`src/rtl/sha_cmd_sequencer_if.sv`:
```
// ---------------------------------------------------------------------------
// sha_cmd_sequencer_if
// Bundle of the host-side and core-side signals of the SHA-256 command
// sequencer.
//   START   host -> seq   begin a message
//   NBLK    host -> seq   number of 512-bit blocks in the message
//   FINAL_M host -> seq   last block stores its result into the message buffer
//   RDY     core -> seq   core command-complete flag
//   CMD     seq  -> core  command code (0/10/20/30/40)
//   H_SEL   seq  -> core  H source: 0 = IV ROM, 1 = running hash
//   BLK_IDX seq  -> core  message-block buffer index
//   BUSY    seq  -> host  message in progress
//   DONE    seq  -> host  one-cycle completion pulse
//   ERR     seq  -> host  sticky timeout flag
// Modports: master = the sequencer itself, slave = host/core environment.
// ---------------------------------------------------------------------------
interface sha_cmd_sequencer_if #(
  parameter int MAX_BLK = 4
);
  localparam int BW = $clog2(MAX_BLK + 1);

  logic          START;
  logic [BW-1:0] NBLK;
  logic          FINAL_M;
  logic          RDY;
  logic [7:0]    CMD;
  logic          H_SEL;
  logic [BW-1:0] BLK_IDX;
  logic          BUSY;
  logic          DONE;
  logic          ERR;

  modport master (
    input  START, NBLK, FINAL_M, RDY,
    output CMD, H_SEL, BLK_IDX, BUSY, DONE, ERR
  );

  modport slave (
    output START, NBLK, FINAL_M, RDY,
    input  CMD, H_SEL, BLK_IDX, BUSY, DONE, ERR
  );
endinterface

```
`src/rtl/sha_cmd_sequencer.sv`:
```
// ---------------------------------------------------------------------------
// sha_cmd_sequencer
// Steps the SHA-256 window/compressor core through LOAD_H, HASH and SUM_STORE
// for every block of a multi-block message, selecting the H source and the
// message-block index, and flagging completion or a hung core.
// Ports:
//   CLK    clock, all logic on posedge
//   RST_N  synchronous active-low reset
//   bus    sha_cmd_sequencer_if.master (START/NBLK/FINAL_M/RDY in,
//          CMD/H_SEL/BLK_IDX/BUSY/DONE/ERR out, all outputs registered)
// ---------------------------------------------------------------------------
module sha_cmd_sequencer #(
  parameter int MAX_BLK     = 4,
  parameter int TIMEOUT_CYC = 255
) (
  input  logic                   CLK,
  input  logic                   RST_N,
  sha_cmd_sequencer_if.master    bus
);

  localparam int BW = $clog2(MAX_BLK + 1);
  localparam int CW = $clog2(TIMEOUT_CYC + 1);

  localparam logic [7:0]    CMD_IDLE    = 8'd0;
  localparam logic [7:0]    CMD_LOAD_H  = 8'd10;
  localparam logic [7:0]    CMD_HASH    = 8'd20;
  localparam logic [7:0]    CMD_SUM_H   = 8'd30;
  localparam logic [7:0]    CMD_SUM_M   = 8'd40;
  localparam logic [BW-1:0] BLK_ZERO    = {BW{1'b0}};
  localparam logic [BW-1:0] BLK_ONE     = BW'(1);
  localparam logic [BW-1:0] BLK_MAX     = BW'(MAX_BLK);
  localparam logic [CW-1:0] CNT_ZERO    = {CW{1'b0}};
  localparam logic [CW-1:0] CNT_ONE     = CW'(1);
  // Counter value at which the wait that is in progress has lasted TIMEOUT_CYC cycles.
  localparam logic [CW-1:0] CNT_LAST    = CW'(TIMEOUT_CYC - 1);

  typedef enum logic [2:0] {
    S_IDLE, S_ISSUE, S_WAIT_RDY, S_RELEASE, S_WAIT_CLR, S_DONE, S_ERR
  } state_t;

  typedef enum logic [1:0] {
    STEP_LOAD_H, STEP_HASH, STEP_SUM
  } step_t;

  // Command code for a step; the SUM flavour depends on the block position.
  function automatic logic [7:0] step_code(input step_t step, input logic last_blk,
                                           input logic final_m);
    logic [7:0] code;
    case (step)
      STEP_LOAD_H: code = CMD_LOAD_H;
      STEP_HASH:   code = CMD_HASH;
      STEP_SUM:    code = (last_blk && final_m) ? CMD_SUM_M : CMD_SUM_H;
      default:     code = CMD_IDLE;
    endcase
    return code;
  endfunction

  state_t        state_r,   state_s;
  step_t         step_r,    step_s;
  logic [BW-1:0] nblk_r,    nblk_s;
  logic          final_m_r, final_m_s;
  logic [BW-1:0] blk_idx_r, blk_idx_s;
  logic [CW-1:0] cnt_r,     cnt_s;
  logic [7:0]    cmd_r,     cmd_s;
  logic          h_sel_r,   h_sel_s;
  logic          busy_r,    busy_s;
  logic          done_r,    done_s;
  logic          err_r,     err_s;

  logic          start_ok_s;
  logic          last_blk_s;

  // START is only meaningful with a block count in 1..MAX_BLK.
  assign start_ok_s = bus.START && (bus.NBLK != BLK_ZERO) && (bus.NBLK <= BLK_MAX);
  assign last_blk_s = (blk_idx_r == (nblk_r - BLK_ONE));

  // Next-state and next-output logic of the command sequencer.
  always_comb begin
    state_s   = state_r;
    step_s    = step_r;
    nblk_s    = nblk_r;
    final_m_s = final_m_r;
    blk_idx_s = blk_idx_r;
    cnt_s     = cnt_r;
    cmd_s     = cmd_r;
    h_sel_s   = h_sel_r;
    busy_s    = busy_r;
    done_s    = 1'b0;
    err_s     = err_r;

    case (state_r)
      S_IDLE, S_DONE, S_ERR: begin
        cmd_s = CMD_IDLE;
        if (start_ok_s) begin
          nblk_s    = bus.NBLK;
          final_m_s = bus.FINAL_M;
          step_s    = STEP_LOAD_H;
          blk_idx_s = BLK_ZERO;
          cnt_s     = CNT_ZERO;
          err_s     = 1'b0;
          busy_s    = 1'b1;
          state_s   = S_ISSUE;
        end else if (state_r == S_ERR) begin
          // ERR is sticky until a fresh message or reset.
          state_s = S_ERR;
        end else begin
          state_s = S_IDLE;
        end
      end

      S_ISSUE: begin
        cmd_s   = step_code(step_r, last_blk_s, final_m_r);
        // Only the very first LOAD_H of a message starts from the IV.
        h_sel_s = !((step_r == STEP_LOAD_H) && (blk_idx_r == BLK_ZERO));
        cnt_s   = CNT_ZERO;
        state_s = S_WAIT_RDY;
      end

      S_WAIT_RDY: begin
        if (bus.RDY) begin
          cmd_s   = CMD_IDLE;
          state_s = S_RELEASE;
        end else if (cnt_r == CNT_LAST) begin
          cmd_s   = CMD_IDLE;
          err_s   = 1'b1;
          busy_s  = 1'b0;
          state_s = S_ERR;
        end else begin
          cnt_s = cnt_r + CNT_ONE;
        end
      end

      S_RELEASE: begin
        // Extra idle cycle so CMD=0 is always visible to the core for at least 2 cycles.
        cnt_s   = CNT_ZERO;
        state_s = S_WAIT_CLR;
      end

      S_WAIT_CLR: begin
        if (!bus.RDY) begin
          case (step_r)
            STEP_LOAD_H: begin
              step_s  = STEP_HASH;
              state_s = S_ISSUE;
            end
            STEP_HASH: begin
              step_s  = STEP_SUM;
              state_s = S_ISSUE;
            end
            STEP_SUM: begin
              if (last_blk_s) begin
                done_s  = 1'b1;
                busy_s  = 1'b0;
                state_s = S_DONE;
              end else begin
                step_s    = STEP_LOAD_H;
                blk_idx_s = blk_idx_r + BLK_ONE;
                state_s   = S_ISSUE;
              end
            end
            default: begin
              // Corrupted step register: stop and report rather than guess.
              err_s   = 1'b1;
              busy_s  = 1'b0;
              state_s = S_ERR;
            end
          endcase
        end else if (cnt_r == CNT_LAST) begin
          err_s   = 1'b1;
          busy_s  = 1'b0;
          state_s = S_ERR;
        end else begin
          cnt_s = cnt_r + CNT_ONE;
        end
      end

      default: begin
        cmd_s   = CMD_IDLE;
        busy_s  = 1'b0;
        state_s = S_IDLE;
      end
    endcase
  end

  // State and registered-output update with synchronous active-low reset.
  always_ff @(posedge CLK) begin
    if (!RST_N) begin
      state_r   <= S_IDLE;
      step_r    <= STEP_LOAD_H;
      nblk_r    <= BLK_ZERO;
      final_m_r <= 1'b0;
      blk_idx_r <= BLK_ZERO;
      cnt_r     <= CNT_ZERO;
      cmd_r     <= CMD_IDLE;
      h_sel_r   <= 1'b0;
      busy_r    <= 1'b0;
      done_r    <= 1'b0;
      err_r     <= 1'b0;
    end else begin
      state_r   <= state_s;
      step_r    <= step_s;
      nblk_r    <= nblk_s;
      final_m_r <= final_m_s;
      blk_idx_r <= blk_idx_s;
      cnt_r     <= cnt_s;
      cmd_r     <= cmd_s;
      h_sel_r   <= h_sel_s;
      busy_r    <= busy_s;
      done_r    <= done_s;
      err_r     <= err_s;
    end
  end

  assign bus.CMD     = cmd_r;
  assign bus.H_SEL   = h_sel_r;
  assign bus.BLK_IDX = blk_idx_r;
  assign bus.BUSY    = busy_r;
  assign bus.DONE    = done_r;
  assign bus.ERR     = err_r;

endmodule

```
`src/flat_wrapper.sv`:
```
// flat-port wrapper written by rule: the top's interface ports become plain ports
module sha_cmd_sequencer_flat 
#(
  parameter int MAX_BLK     = 4,
  parameter int TIMEOUT_CYC = 255
)
  (CLK, RST_N, bus_START, bus_NBLK, bus_FINAL_M, bus_RDY, bus_CMD, bus_H_SEL, bus_BLK_IDX, bus_BUSY, bus_DONE, bus_ERR);
  sha_cmd_sequencer_if #(.MAX_BLK(MAX_BLK)) bus_i ();
  input  logic CLK;
  input  logic RST_N;
  input wire logic [$bits(bus_i.START)-1:0] bus_START;
  input wire logic [$bits(bus_i.NBLK)-1:0] bus_NBLK;
  input wire logic [$bits(bus_i.FINAL_M)-1:0] bus_FINAL_M;
  input wire logic [$bits(bus_i.RDY)-1:0] bus_RDY;
  output wire logic [$bits(bus_i.CMD)-1:0] bus_CMD;
  output wire logic [$bits(bus_i.H_SEL)-1:0] bus_H_SEL;
  output wire logic [$bits(bus_i.BLK_IDX)-1:0] bus_BLK_IDX;
  output wire logic [$bits(bus_i.BUSY)-1:0] bus_BUSY;
  output wire logic [$bits(bus_i.DONE)-1:0] bus_DONE;
  output wire logic [$bits(bus_i.ERR)-1:0] bus_ERR;
  assign bus_i.START = bus_START;
  assign bus_i.NBLK = bus_NBLK;
  assign bus_i.FINAL_M = bus_FINAL_M;
  assign bus_i.RDY = bus_RDY;
  assign bus_CMD = bus_i.CMD;
  assign bus_H_SEL = bus_i.H_SEL;
  assign bus_BLK_IDX = bus_i.BLK_IDX;
  assign bus_BUSY = bus_i.BUSY;
  assign bus_DONE = bus_i.DONE;
  assign bus_ERR = bus_i.ERR;
  sha_cmd_sequencer #(.MAX_BLK(MAX_BLK), .TIMEOUT_CYC(TIMEOUT_CYC)) u_core (.CLK(CLK), .RST_N(RST_N), .bus(bus_i));
endmodule
```
`config.mk`:
```
export PLATFORM = sky130hd
export DESIGN_NAME = sha_cmd_sequencer_flat
export DESIGN_NICKNAME = d
export VERILOG_FILES = /design/src/rtl/sha_cmd_sequencer_if.sv /design/src/rtl/sha_cmd_sequencer.sv /design/src/flat_wrapper.sv
export SDC_FILE = /design/constraint.sdc
export NUM_CORES = 1
export LEC_CHECK = 0
export CAP_MARGIN = 20
export CELL_PAD_IN_SITES_DETAIL_PLACEMENT = 1
export CELL_PAD_IN_SITES_GLOBAL_PLACEMENT = 2
export CORE_UTILIZATION = 35
export CTS_CLUSTER_DIAMETER = 120
export DETAILED_ROUTE_END_ITERATION = 10
export HOLD_SLACK_MARGIN = 0.15
export PLACE_DENSITY_LB_ADDON = 0.2
export RECOVER_POWER = 25
export SLEW_MARGIN = 20
export SYNTH_ARGS = -nofsm -noshare
export SYNTH_HDL_FRONTEND = slang
export SYNTH_SLANG_ARGS = --single-unit
```
`constraint.sdc`:
```
create_clock -name CLK -period 3.5 [get_ports CLK]
set_input_delay 1.05 -clock CLK [delete_from_list [all_inputs] [get_ports CLK]]
set_output_delay 1.05 -clock CLK [all_outputs]
set_load 0.02 [all_outputs]
```
# Word level (Yosys, flattened, before mapping)
# Cells that the tools add are included.
op_classes:
  addsub: 3
  magnitude_cmp: 1
  eq_ne: 22
  muxes: 42
  bitwise_logic: 5
  reduce_logical: 25
op_table:
  columns: ["cell", "count"]
  rows:
  - ["two-way mux 8 bit", 6]
  - ["case mux 8 bit (3 select lines)", 2]
  - ["case mux 8 bit (4 select lines)", 1]
  - ["two-way mux 3 bit", 10]
  - ["case mux 3 bit (5 select lines)", 1]
  - ["AND reduction 5 bit", 3]
  - ["case mux 3 bit (2 select lines)", 2]
  - ["two-way mux 1 bit", 11]
  - ["!= test 2 bit, second input constant", 5]
  - ["== test 3 bit, second input constant", 3]
  - ["!= test 3 bit, second input constant", 3]
  - ["adder 8 x 1 -> 8 bit, second input constant", 1]
  - ["== test 8 bit, second input constant", 1]
  - ["!= test 4 x 3 -> 1 bit, second input constant", 2]
  - ["AND reduction 4 bit", 2]
  - ["== test 3 x 2 -> 1 bit, second input constant", 2]
  - ["zero test 3 bit", 2]
  - ["two-way mux 2 bit", 3]
  - ["two-way mux 6 bit", 1]
  - ["case mux 2 bit (3 select lines)", 1]
  - ["nonzero test 3 bit", 2]
  - ["OR reduction 2 bit", 3]
  - ["OR reduction 3 bit", 2]
  - ["NOT 1 bit", 5]
  - ["other kinds (20)", 24]
word_totals:
  reg_bits: 32
  in_bits: 8
  output_inout_bits: 15
  word_cells: 109

# Longest topological paths before layout
depth:
  ltp_word: 6
  ltp_mapped: 8
  mapped_depth_nobuf: 7

# Worst setup path after synthesis
# OpenSTA, ideal clock, no wires.
synth_timing:
  kind: "input to register"
  start: "in bus_NBLK[0]"
  end: "reg u_core.cnt_r[2]"
  setup_ps: 58
  arrival_time_ps: 2610
  required_ps: 3442
  slack_ps: 832
  cell_stages: 7
  path_buffers: 2
  path_cell_list: "or3_1 -> buf_6 -> and3_1 -> buf_6 -> a221o_1 -> a21boi_4 -> o221a_2"
synth_between:
  elab_chain_cells: 5
  elab_cells_between_ends: 6
  classes_between: "order compare (1); eq/ne (1); reduce/logical (4)"
synth_lines:
  columns: ["element", "line_no", "source"]
  rows:
  - ["from (decl)", "flat_wrapper.sv:12", "input wire logic [$bits(bus_i.NBLK)-1:0] bus_NBLK;"]
  - ["parallel branches: the longest is 2 deep, another holds less-or-equal comparator 3 bit", null, null]
  - ["logical AND 1 bit (*)", "sha_cmd_sequencer.sv:74", "assign start_ok_s = bus.START && (bus.NBLK != BLK_ZERO) && (bus.NBLK <= BLK_MAX);"]
  - ["!= test 2 x 1 -> 1 bit (no line) (*)", null, null]
  - ["AND reduction 4 bit (no line) (*)", null, null]
  - ["to (signal assigned)", "sha_cmd_sequencer.sv:205", "cnt_r <= cnt_s;"]
  - ["to (decl)", "sha_cmd_sequencer.sv:63", "logic [CW-1:0] cnt_r, cnt_s;"]
# Mark *: on every way between the ends.
# A chain may end at the register's enable or synchronous reset.

# Final worst setup path
layout_timing:
  start: "in bus_NBLK[0]"
  end: "reg u_core.cnt_r[1]"
# Same word-level chain as after synthesis.

==> flow_summary.ini <==
[floorplan]
die_y_um = 74.9
die_x_um = 74.9
io_pins = 23
die-area_um2 = 5620
rows = 26
core_um2 = 5110
initial_core_util_pct = 36.5

[cts]
cts_num_sinks = 28
htreeDepth = 1
cts_setup_buffers = 0
cts_tree = yes
cts_resized = 0
clk_pin_slew_ns = 0.11
hold_buffers = 0
numCtsBuffers = 3
clk_root_buffer_cell = clkbuf_8
clockBufferDepth = 2
insertion_delay_ns = 0.29

[placed_design]
place_ws_ns = 0.217
place_congestion = 0.756
placedInstanceArea_um2 = 2080
dp_hpwl_um = 3690
io_buffers = 19

[timing]
slew_violations = 0
layout_setup_ws_ns = 0.530
rsz0062_at_grt = false
finalSetupViolations = 0
setup_tns_ns = 0
period_share_pct = 84.9
hold_viol_final = 0
fin_crit_ns = 2.97
slew_headroom_pct = 56.5
skew_ns = 0.00655
clock.fmax_ghz = 0.337
worst_pin_slew_ns = 0.651

[setup_path]
start_kind = primary input
required_ns = 3.72
crit_fanout = 9
critical_path_arrival_ns = 3.19
reg2regPathDepth = 5
end_kind = register
critical_path_class = primary input to register

[final_layout]
num_antenna_cells = 0
fin_area_um2 = 2150
areaGrowthSynthToFinish_pct = 15.5
final_nets = 267
drive_above_1_share_pct = 6.85

[synth]
synth_edf_count = 0
synth.most_common_cell = dfxtp_1
seq_area_frac_synth_pct = 30.1
synth_fa_ha_area_share_pct = 6.72
synth_cell_type_count = 53
synth.avg_cell_area_um2 = 7.92
synth-seq-cells = 28
syn_area_um2 = 1860
yosys-top-cells-area = dfxtp_1 30%, ha_1 6.7%, a21oi_1 5.6%
syn_inst = 235
synth_common_cells = 28 x dfxtp_1, 21 x a21oi_1, 21 x nor2_1, 19 x inv_1, 16 x o21ai_0
synth_simple_gate_area_share_pct = 23.1
synth_ff_type = dfxtp_1
async_flop_share_pct = 0
synth_compound_area_share_pct = 27.0
synthMuxAreaShare_pct = 1.08
synth_xor_xnor_area_share_pct = 2.62
synth_top_family_by_area = compound AO/OA/AOI/OAI gates
yosysTopAreaCell = dfxtp_1
yosysWarnings = 0
synth_top_area_share_pct = 30.1

[global_route]
grt_pass1_wl_um = 8360
track_usage_pct = 19.5
grt_pass1_vias = 1709
antenna_found_initial = 0
grt_max_degree = 21
overflow = 0

[routing]
dr.pass1.iters = 4
wl_um = 5040
drtIter0Drc = 76
via_per_inst = 5.44
antenna_left = 0
wire_per_inst_um = 15.8
post-route-drc-count = 0
vias = 1730

[job]
cap_violations = 0

[pwr]
ir_worst_vdd_mv = 0.155
p_leak_nw = 0.833
total_power_uw = 749
p_per_area_nw_per_um2 = 348

[hold_path]
hold_depth = 2
hold_class = register to register

[run_status]
status = finished, final reports clean
-- critical path, cell delays in order --
cell and delay (ns):
clkdlybuf4s50_1 0.43, or3_1 0.49, and3_1 0.32, a221o_1 0.37, a21boi_4 0.30, mux2i_1 0.22
-- where the power goes --
group	switching (mW)	internal (mW)	total [mW]
Sequential	0.0168	0.329	0.345
Combinational	0.0773	0.0562	0.134
Clock	0.116	0.154	0.270
-- per-layer routing --
metal  part of all wire, %  global-route usage (%)  vias to the layer above
li1                      -                       -                      867
met1                    49                    26.3                      836
met2                    48                    32.7                       20
met3                   2.1                    2.28                        7
met4                   1.4                    5.87                        0
met5                     0                       0                        -
-- registers in the layout, indices dropped and copies added (netlist names) --
register / cells
u_core.bus.CMD: 4
u_core.bus.BLK_IDX: 3
u_core.bus.H_SEL: 1
u_core.bus.DONE: 1
u_core.step_r: 2
u_core.final_m_r: 1
u_core.state_r: 3
u_core.nblk_r: 3
u_core.bus.ERR: 1
u_core.cnt_r: 8
u_core.bus.BUSY: 1
-- final timing paths --
check,startpoint,end,slack [ns]
setup / recovery,bus_NBLK[0],u_core.cnt_r[1],0.53
setup reg to reg,u_core.state_r[1],u_core.step_r[0],1.25
hold / removal,u_core.bus.H_SEL,u_core.bus.H_SEL,0.46
hold reg to reg,u_core.bus.H_SEL,u_core.bus.H_SEL,0.46
-- placed cells by master (no fill, tap or decap), drive strengths merged, types with 3 or more instances in the layout --
cell            n
o21ai          17
dfxtp          28
nor2b           4
nand2b          5
o22ai           3
nand4           5
nand2          13
a221oi          3
clkdlybuf4s50  10
a21boi          3
conb            3
ha             10
nand3           5
nor2           21
and3            4
nor3            8
dlygate4sd3     9
o221a           6
or3             4
inv            19
clkbuf          3
a21oi          21
buf             4
and3b           3
-- metrics by stage --
step,util [%],instances,hold WS [ns]
final,42.1,318,0.460
after global routing,42.1,318,0.507
after CTS,42.1,318,0.471
after detailed placement,40.7,314,0.453
after global placement,40.7,314,0.437
after floorplan,-,237,0.475
-- cells by family (layout without fill, tap and decap cells) --
kind of cell	count (synthesis)	count (layout)
flip-flops	28	28
other	1	3
AND/OR/NAND/NOR	82	82
adder cells (fa/ha/maj)	10	10
buffers and inverters	35	46
AO/OA/AOI/OAI	73	73
XOR/XNOR	4	4
multiplexers	2	2
-- area by class of cell --
| cell class | count | area, um2 |
|---|---|---|
| clock buffers | 3 | 41.3 |
| clock inverters | 1 | 30.0 |
| fillers | 630 | 2960 |
| inverters | 19 | 71.3 |
| multi-input cells | 174 | 1140 |
| flip-flops and latches | 28 | 561 |
| well taps | 70 | 87.6 |
| repair buffers | 23 | 220 |
(Power assumes the default switching activity.)
